--- src/rtl/return_addr_stack.sv ---
// -----------------------------------------------------------------------------
// return_addr_stack
//
// Hardware return-address stack for the fetch path. A CALL pushes the return
// address (PC+1) and a RET pops it back out to the PC mux. Storage is a
// fixed-depth circular LIFO: pushing while full silently overwrites the oldest
// entry, so the most recent DEPTH call frames always stay predictable.
//
// Ports:
//   clk        system clock, all state changes on the rising edge
//   rst_n      asynchronous active-low reset
//   push       store push_data as the new top (CALL)
//   pop        discard the current top (RET)
//   flush      synchronous clear; wins over push/pop in the same cycle
//   push_data  return address to store
//   top        current top entry, 0 when empty (combinational, no latency)
//   empty      count == 0
//   full       count == DEPTH
//   count      number of valid entries, 0..DEPTH
//   overflow   sticky, set by a push while full
//   underflow  sticky, set by a pop while empty
// -----------------------------------------------------------------------------
module return_addr_stack #(
  parameter  int unsigned DATA_W = 16,
  parameter  int unsigned DEPTH  = 8,
  localparam int unsigned PtrW   = $clog2(DEPTH),
  localparam int unsigned CntW   = PtrW + 1
) (
  input  logic              clk,
  input  logic              rst_n,
  input  logic              push,
  input  logic              pop,
  input  logic              flush,
  input  logic [DATA_W-1:0] push_data,
  output logic [DATA_W-1:0] top,
  output logic              empty,
  output logic              full,
  output logic [CntW-1:0]   count,
  output logic              overflow,
  output logic              underflow
);

  localparam logic [CntW-1:0] CntMax = CntW'(DEPTH);
  localparam logic [CntW-1:0] CntOne = CntW'(1);
  localparam logic [PtrW-1:0] PtrOne = PtrW'(1);

  // Storage array is deliberately left out of reset; only entries below
  // count are ever observable on top.
  logic [DATA_W-1:0] r_mem [DEPTH];

  logic [PtrW-1:0] r_sp;
  logic [CntW-1:0] r_cnt;
  logic            r_ovf;
  logic            r_udf;

  logic [PtrW-1:0] w_sp_next;
  logic [CntW-1:0] w_cnt_next;
  logic            w_ovf_next;
  logic            w_udf_next;

  logic            w_empty;
  logic            w_full;
  logic [PtrW-1:0] w_sp_inc;
  logic [PtrW-1:0] w_sp_dec;
  logic            w_mem_we;
  logic [PtrW-1:0] w_mem_waddr;

  assign w_empty  = (r_cnt == '0);
  assign w_full   = (r_cnt == CntMax);
  // Pointer arithmetic wraps naturally because DEPTH is a power of two.
  assign w_sp_inc = r_sp + PtrOne;
  assign w_sp_dec = r_sp - PtrOne;

  // ---------------------------------------------------------------------------
  // Next-state decode
  // ---------------------------------------------------------------------------
  always_comb begin
    w_sp_next   = r_sp;
    w_cnt_next  = r_cnt;
    w_ovf_next  = r_ovf;
    w_udf_next  = r_udf;
    w_mem_we    = 1'b0;
    w_mem_waddr = r_sp;

    if (flush) begin
      w_sp_next  = '0;
      w_cnt_next = '0;
      w_ovf_next = 1'b0;
      w_udf_next = 1'b0;
    end else if (push && pop) begin
      w_mem_we = 1'b1;
      if (!w_empty) begin
        // RET+CALL pair: overwrite the top in place, depth unchanged.
        w_mem_waddr = w_sp_dec;
      end else begin
        // Nothing to return from; the call still lands as a plain push.
        w_sp_next  = w_sp_inc;
        w_cnt_next = CntOne;
        w_udf_next = 1'b1;
      end
    end else if (push) begin
      w_mem_we  = 1'b1;
      w_sp_next = w_sp_inc;
      if (w_full) begin
        // Wrap overwrites the oldest frame; count stays saturated.
        w_ovf_next = 1'b1;
      end else begin
        w_cnt_next = r_cnt + CntOne;
      end
    end else if (pop) begin
      if (w_empty) begin
        w_udf_next = 1'b1;
      end else begin
        w_sp_next  = w_sp_dec;
        w_cnt_next = r_cnt - CntOne;
      end
    end
  end

  // ---------------------------------------------------------------------------
  // State registers
  // ---------------------------------------------------------------------------
  always_ff @(posedge clk or negedge rst_n) begin
    if (!rst_n) begin
      r_sp  <= '0;
      r_cnt <= '0;
      r_ovf <= 1'b0;
      r_udf <= 1'b0;
    end else begin
      r_sp  <= w_sp_next;
      r_cnt <= w_cnt_next;
      r_ovf <= w_ovf_next;
      r_udf <= w_udf_next;
    end
  end

  always_ff @(posedge clk) begin
    if (w_mem_we) begin
      r_mem[w_mem_waddr] <= push_data;
    end
  end

  // ---------------------------------------------------------------------------
  // Outputs
  // ---------------------------------------------------------------------------
  assign top       = w_empty ? '0 : r_mem[w_sp_dec];
  assign empty     = w_empty;
  assign full      = w_full;
  assign count     = r_cnt;
  assign overflow  = r_ovf;
  assign underflow = r_udf;

endmodule

--- config.mk ---
export PLATFORM = sky130hd
export DESIGN_NAME = return_addr_stack
export DESIGN_NICKNAME = d
export VERILOG_FILES = /design/src/rtl/return_addr_stack.sv
export SDC_FILE = /design/constraint.sdc
export NUM_CORES = 1
export LEC_CHECK = 0
export CAP_MARGIN = 20
export CORE_MARGIN = 2
export CORE_UTILIZATION = 55
export CTS_CLUSTER_DIAMETER = 80
export DETAILED_ROUTE_END_ITERATION = 7
export GPL_ROUTABILITY_DRIVEN = 1
export HOLD_SLACK_MARGIN = 0.02
export PLACE_DENSITY_LB_ADDON = 0.12
export SLEW_MARGIN = 20
export SYNTH_ARGS = -nofsm -noshare
export SYNTH_HDL_FRONTEND = slang
export SYNTH_SLANG_ARGS = --single-unit
--- constraint.sdc ---
create_clock -name clk -period 8.65 [get_ports clk]
set_input_delay 1.73 -clock clk [delete_from_list [all_inputs] [get_ports clk]]
set_output_delay 1.73 -clock clk [all_outputs]
set_load 0.01 [all_outputs]
## Word-level counts from Yosys, hierarchy flattened

Memories as Yosys holds them, arrays and structs flattened.
Index checks and enable logic that the tools add are counted.

| storage, ports and cells | value |
|---|---|
| register bits after elaboration | 9 |
| RAM bits | 128 |
| bits of input ports | 21 |
| logic and storage cells | 55 |
| memories kept | 1 |

| cells by class | value |
|---|---|
| $add $sub $neg | 4 |
| eq/ne operators | 6 |
| mux-type cells | 30 |
| reduce and logical (&&, ||, !) cells | 10 |

Memory list:

| name | words | bits a word | rd ports | clocked after Yosys merged registers in | write ports | line | text |
|---|---|---|---|---|---|---|---|
| r_mem | 8 | 16 | 1 | 0 | 1 | 49 | `logic [DATA_W-1:0] r_mem [DEPTH];` |

Operators by type and width:

| kind | count |
|---|---|
| $mux 4 | 7 |
| $mux 3 | 8 |
| $mux 16 | 1 |
| $mux 1 | 14 |
| $ne 4x3->1 const B | 2 |
| $add 4x1->4 const B | 1 |
| $eq 4x4->1 const B | 1 |
| $logic_not 4->1 | 1 |
| $reduce_and 2->1 | 2 |
| $reduce_and 4->1 | 1 |
| $reduce_bool 2->1 | 2 |
| $reduce_bool 4->1 | 1 |
| $sub 4x1->4 const B | 1 |
| $add 3x1->3 const B | 1 |
| $ne 3x1->1 const B | 1 |
| $ne 3x3->1 const B | 1 |
| $reduce_and 3->1 | 1 |
| $reduce_bool 3->1 | 1 |
| $sub 3x1->3 const B | 1 |
| $ne 2x2->1 const B | 1 |
| $logic_and 1x1->1 | 1 |

## Logic depth before layout (Yosys ltp)

Gate-level depths: netlist (run 1).

| logic depth | value |
|---|---|
| depth in word-level cells | 6 |
| depth in mapped cells | 9 |

## Worst setup path before layout (run 1)

Ideal clock, no wire load.

| timing | value |
|---|---|
| kind | reg-to-output |
| start point | register r_sp[0] |
| end point | output port top[10] |
| data arrival time | 2201 ps |
| required time | 6920 ps |
| path slack | 4719 ps |
| cell stages (with the launch flop) | 10 |
| buffers on the path | 4 |
| path through | dfrtp_1 buf_2 buf_2 inv_1 ha_1 buf_2 buf_1 mux4_2 inv_1 o22ai_1 |

| on the way | value |
|---|---|
| word-level cells in the longest chain between the ends | 3 |

RTL lines:

| element | line | text |
|---|---|---|
| start, declared | 51 | `logic [PtrW-1:0] r_sp;` |
| start signal, assigned | 130 | `r_sp <= w_sp_next;` |
| $sub 3x1->3 | 72 | `assign w_sp_dec = r_sp - PtrOne;` |
| $mem_v2 8x16 | n/a |  |
| $mux 16 | 146 | `assign top = w_empty ? '0 : r_mem[w_sp_dec];` |
| end, declared | 35 | `output logic [DATA_W-1:0] top,` |

No other way between the ends.

## Final worst setup path (run 1)

| timing | value |
|---|---|
| start point | register r_sp[1] |
| end point | output port top[14] |

The elaborated chain is that of the path after synthesis.

==> metrics, run 1 <==
fill count=691; post-synthesis cell area=0.005697 sq mm; CP max stage delay=0.72 ns; CP top delay family=simple AND/OR/NAND/NOR gates; Sink Count=137; DRC=0; Pwr Density=296.5 mW/mm^2; Fmax achieved=around 0.19 GHz; Leak=2.371 nW; Int Power=0.001492 W; post-synthesis sequential area ratio=0.7143; antenna diode count=0; Reg clk slew, reported paths=0.06 ns; Clock Skew=0.005549 ns; Critical Path AT=3.43 ns; antenna-violating nets left=0; CTS tree=yes; I/O pin count=45; RSZ-0062 raised after global routing=false; Pins Over Slew Limit=0; Worst Hold Class=reg -> reg; row count=37; Setup Viol. Count Final=0; Yosys top cell area share=0.6747; #FFs+latches synth=between 100 and 150; Core ar.=0.01018 sq mm; detailed router's first-iteration violation count=roughly 180; Synth Flop Type=edfxtp_1; initial antenna violation count=0; fin cells=530; Die Wd=105.8 um; worst flop-to-flop path startpoint=r_sp[1]; fin crit share=0.5962; synthesis-to-layout area growth=21.24%; total gr overflow=0; first-pass GRT wire length=between 15000 and 20000 um; Net Sw Frac=0.2716; CP startpoint kind=flip-flop; leading area contributor after synthesis=edfxtp_1; Ys Warns=0; full die area=between 0.01 and 0.015 sq mm; Final GP Congestion=0.8254; syn nets=350; clock period minus worst slack=5.157 ns; I/O Buffers=44; Buf/Inv on CP=2; status=finished clean; power share of the combinational group=0.263; Starting Density=0.5593; worst hold start=underflow; Syn Inst Count=324; Power, Total=0.002048 W; cell with the most instances after synthesis=edfxtp_1; total negative setup slack=0 ns; Synth cell types=42; latest clock arrival within the worst-skew pair=0.51 ns; most area-consuming cells after synthesis=edfxtp_1, mux4_2, dfrtp_1, inv_1, o22ai_1; Critical Path Fanout Max=16; DR vias/cell=around 5.7; reg2reg setup slack=5.33 ns; fin util=0.6781; placed cell count=499; post_cts resized=0; peak supply drop=0.1819 mV; Max clock buf depth=2; most frequent cells after synthesis=edfxtp_1, inv_1, mux4_2; max cap viols=0; share of cells above drive strength 1=0.1980; largest net degree at the start of global routing=35; CP max-delay cell=nand3b_1; Crit Path Class=reg -> out; Die Y=105.8 um; CP Cell Sequence=inv_1 -> ha_1 -> nand2b_1 -> nand3b_1 -> o22ai_1 -> clkdlybuf4s50_1; Critical Path Source=r_sp[1]; via count=3035; post-DP HPWL=6291 um; Clk pwr share=0.353; post-CTS setup buffer count=0; Routed WL=10920 um; sw power=between 0.0005 and 0.0006 W; number of global-route vias before repair=3143; CTS HTree Levels=4; root buffer selected by CTS=clkbuf_8; measured slew at the worst slew-check pin=1.001 ns; Slew headroom=0.3304; nets=408; gr usage total=0.2168; Worst setup EP type=primary output; Hold-fix buffers, CTS=0; sequential share of power=0.383; post-synthesis average cell area=17.58 sq um; asr flop ratio synth=0.06569; post-DR wirelength/cell=20.61 um; Pre-antenna DRT Iters=4; Num CTS Buffers=17; Req. time, crit path=6.92 ns; final hold viol count=0; Post-synth EDFFs=128
cell type report:
type	instances	area [sq um]	area share
Sequential cell	137	4070	0.5893
Inverter	39	146.4	0.02120
Multi-Input combinational cell	133	1409	0.2040
Tap cell	136	170.2	0.02464
Timing Repair Buffer	54	515.5	0.07464
Clock inverter	13	177.7	0.02572
Clock buffer	18	417.9	0.06051
power groups by stage:
stage | registers, W | logic, W | clock network [W]
after CTS | 0.000785 | 0.000550 | 0.000733
final | 0.000785 | 0.000539 | 0.000723
after global placement | 0.000797 | 0.000539 | 0
after global routing | 0.000788 | 0.000586 | 0.000762
after detailed placement | 0.000798 | 0.000544 | 0
after floorplan | 0.000792 | 0.000344 | 0
tightest hold or removal path, delay by kind of cell, from the launching register on:
kind	cells	cell delay, ns
compound gates	1	0.04
simple gates	1	0.07
flops	1	0.34
registers in the layout, indices dropped and copies added (netlist names):
name       count
underflow      1
r_sp           3
r_mem        128
overflow       1
count          4
cells by family (layout without fill, tap and decap cells):
kind of cell | count (synthesis) | count (layout) | share of synthesized area
DFF | 137 | 137 | 0.7143
buffers and inverters | 54 | 124 | 0.03843
and+or+nand+nor | 46 | 46 | 0.04327
AOI/OAI and AO/OA | 44 | 44 | 0.05337
muxes | 34 | 34 | 0.1322
adders and majority gates | 5 | 5 | 0.01230
xor gates and xnor gates | 4 | 4 | 0.006151
per-stage QoR:
| step | cell area, sq um | hold slack [ns] | worst slack, ns |
|---|---|---|---|
| 6_report | 6907 | 0.4914 | 3.493 |
| 5_1_grt | 6907 | 0.5298 | 3.294 |
| 4_1_cts | 6907 | 0.4980 | 3.457 |
| 3_5_place_dp | 6311 | 0.4847 | 4.001 |
| 3_3_place_gp | 6311 | 0.4847 | 3.983 |
| 2_1_floorplan | 5697 | 0.5285 | 4.719 |
layer usage:
metal  GRT usage  routed length (um)  part of all wire  vias up
li1            -                   -                 -     1386
met1      0.2935                4613              0.42     1540
met2      0.3336                5501              0.50      102
met3     0.05690                 716             0.066        7
met4     0.09962                  90            0.0082        0
met5           0                   0                 0        -
cell usage in the layout (no fill, tap or decap), types with 2 or more instances in the layout:
cell type        netlist  layout
edfxtp_1             128     128
clkdlybuf4s50_1        0      44
inv_1                 38      38
mux4_2                33      33
o22ai_1               16      16
clkbuf_16              0      16
nor2_1                15      15
a21oi_1               10      10
buf_4                  2      10
dfrtp_1                9       8
nand2b_1               7       7
nand2_1                6       6
ha_1                   4       4
bufinv_16              0       4
xnor2_1                3       3
nor4_1                 3       3
o21ai_1                3       3
clkinvlp_4             0       3
a21o_1                 2       2
nand3b_1               2       2
nor2b_1                2       2
a211oi_2               2       2
nand3_1                2       2
o211ai_1               2       2
o211a_1                2       2
nor3_1                 2       2
o21ai_0                2       2
clkinv_1               0       2
clkinv_2               0       2
final timing paths:
check,endpoint,cells after the start
min in group asynchronous,count[3],1
max in group asynchronous,r_sp[0],1
setup reg to reg,r_mem[1][14],7
setup / recovery,top[14],6
hold reg to reg,underflow,2
hold / removal,underflow,2
(Power assumes the default switching activity.)
==> run 2: changes to the inputs <==
- clock period: 8.65 -> 4.8 ns (I/O delays scaled with it)
==> run 2 against run 1 <==
  * First-iteration DRC count grew 47%
  * Flip-flop and latch count is the same
  * Utilization shrank 0.11 points
  * Sequential share of layout area grew 0.096 points
  * Total power grew 74%
  * Cell count grew 0.94%
  * Combinational power grew 82%
  * Cell area shrank 0.16%
  * Hold slack lost 0.0012 ns
  * Clock skew grew 0.0072 ns
  * Routed wire length shrank 1.9%
  * Global-route usage shrank 0.30 points
  * Critical endpoint is now top[4]
==> metrics, run 2 (same netlist as run 1, synthesis figures left out) <==
I/O Buffers=44 (unchanged); share of cells above drive strength 1=0.2030 (+0.005038); synthesis-to-layout area growth=21.04%; detailed router's first-iteration violation count=263 (+47%); Hold-fix buffers, CTS=0 (unchanged); post-DP HPWL=6542 um (+4.0%); DR vias/cell=5.721 (about the same); Routed WL=10720 um (-1.9%); first-pass GRT wire length=17320 um (-0.71%); measured slew at the worst slew-check pin=0.9271 ns (-0.07428 ns); fill count=705 (+2.0%); Leak=2.374 nW (+0.12%); power share of the combinational group=0.275 (+0.012); most frequent cells in the layout=edfxtp_1, clkdlybuf4s50_1, inv_1; CTS tree=yes; Pwr Density=516.1 mW/mm^2 (+74%); Crit Path Class=reg -> out; Sink Count=137 (unchanged); Die Y=105.8 um (unchanged); Max clock buf depth=2 (unchanged); CTS HTree Levels=4 (unchanged); via count=3061 (+0.86%); largest net degree at the start of global routing=39 (+11%); commonest non-fill, non-tap cell in the layout=edfxtp_1; sw power=0.0009690 W (+74%); CP startpoint kind=flip-flop; Pins Over Slew Limit=0 (unchanged); Slew headroom=0.3819 (+0.05154); sequential share of power=0.397 (+0.014); Worst Hold Class=reg -> reg; antenna diode count=0 (unchanged); RSZ-0062 raised after global routing=false; Worst setup EP type=primary output; Reg clk slew, reported paths=0.06 ns (about the same); register area=0.004070 sq mm (unchanged); total negative setup slack=0 ns (unchanged); post-CTS setup buffer count=0 (unchanged); post_cts resized=0 (unchanged); root buffer selected by CTS=clkbuf_8; antenna-violating nets left=0 (unchanged); number of global-route vias before repair=3215 (+2.3%); Num CTS Buffers=17 (unchanged); initial antenna violation count=0 (unchanged); peak supply drop=0.3252 mV (+79%); Die Wd=105.8 um (unchanged); combined area of the multi-input logic cells=0.001411 sq mm (+0.18%); status=finished clean; final hold viol count=0 (unchanged); max reg flops=128 (unchanged); gr usage total=0.2138 (-0.002979); fin cells=535 (+0.94%); row count=37 (unchanged); full die area=0.01119 sq mm (unchanged); fin crit share=0.8735; reg2reg setup slack=1.32 ns (-4.01 ns); Req. time, crit path=3.84 ns (-3.08 ns); Pre-antenna DRT Iters=4 (unchanged); Core ar.=0.01018 sq mm (unchanged); Most flops, register=r_mem; Int Power=0.002590 W (+74%); Net Sw Frac=0.2723 (+0.0006889); Clk pwr share=0.328 (-0.025); post-DR wirelength/cell=20.03 um (-2.8%); Critical Path AT=3.23 ns (-0.20 ns); Fmax achieved=around 0.24 GHz; nets=413 (+1.2%); I/O pin count=45 (unchanged); Starting Density=0.5593 (unchanged); max cap viols=0 (unchanged); DRC=0 (unchanged); clock period minus worst slack=4.193 ns; Setup Viol. Count Final=0 (unchanged); total gr overflow=0 (unchanged); Final GP Congestion=0.8520 (+3.2%); latest clock arrival within the worst-skew pair=0.51 ns (about the same); placed cell count=504 (+1.0%); Clock Skew=0.01278 ns (+0.007233 ns); Critical Path Fanout Max=38 (+22)
-- run 2: cell types whose count changed in the layout (fill, tap and decap cells not counted), sizes merged --
cell / delta
buf: +5
bufinv: -2
clkbuf: +2
clkinv: +2
clkinvlp: -1
inv: -1
-- run 2: power by group through the flow --
stage | logic (W) | registers, W | clock network, W
after floorplan | 0.000619 | 0.00143 | 0
after global placement | 0.000984 | 0.00143 | 0
after detailed placement | 0.000993 | 0.00144 | 0
after CTS | 0.000996 | 0.00141 | 0.00119
after global routing | 0.00107 | 0.00142 | 0.00124
final | 0.000979 | 0.00141 | 0.00117
-- run 2: per-layer routing --
metal / share of wire / track usage
met4: 0.0073 / 0.07707
met5: 0 / 0
met1: 0.45 / 0.2949
met3: 0.038 / 0.04886
met2: 0.50 / 0.3401
-- run 2: worst max-delay path, cell delays in order, from the launching register on --
cell	delay (ns)
dfrtp_1	0.41
inv_1	0.12
ha_2	0.97
mux4_2	0.35
inv_1	0.04
o22ai_1	0.23
clkdlybuf4s50_1	0.60
-- run 2: per-stage QoR --
stage / util / power (W) / hold WS [ns] / setup slack, ns / area [sq um]
final: 0.6770 / 0.003559 / 0.4902 / 0.6072 / 6895
after global routing: 0.6770 / 0.003726 / 0.5251 / 0.4085 / 6895
after CTS: 0.6770 / 0.003599 / 0.4959 / 0.5534 / 6895
after detailed placement: 0.6248 / 0.002429 / 0.4835 / 1.123 / 6364
after global placement: 0.6248 / 0.002418 / 0.4803 / 1.147 / 6364
after floorplan: - / 0.002046 / 0.5285 / 1.639 / 5697
-- run 2: final cells by class --
class	instances	area share
Clock buffer	20	0.06169
Clock inverter	11	0.01542
Inverter	39	0.02123
Multi-Input combinational cell	133	0.2047
Sequential cell	137	0.5903
Tap cell	136	0.02468
Timing Repair Buffer	59	0.08202
-- run 2: path summary, 6_finish.rpt --
| path | startpoint | end | cells past startpoint |
|---|---|---|---|
| worst min-delay path | underflow | underflow | 2 |
| min in group asynchronous | rst_n | count[3] | 1 |
| worst max register to register | r_sp[1] | r_mem[5][11] | 7 |
| max in group asynchronous | rst_n | r_sp[0] | 1 |
| worst max-delay path | r_sp[1] | top[4] | 6 |
| worst min register to register | underflow | underflow | 2 |
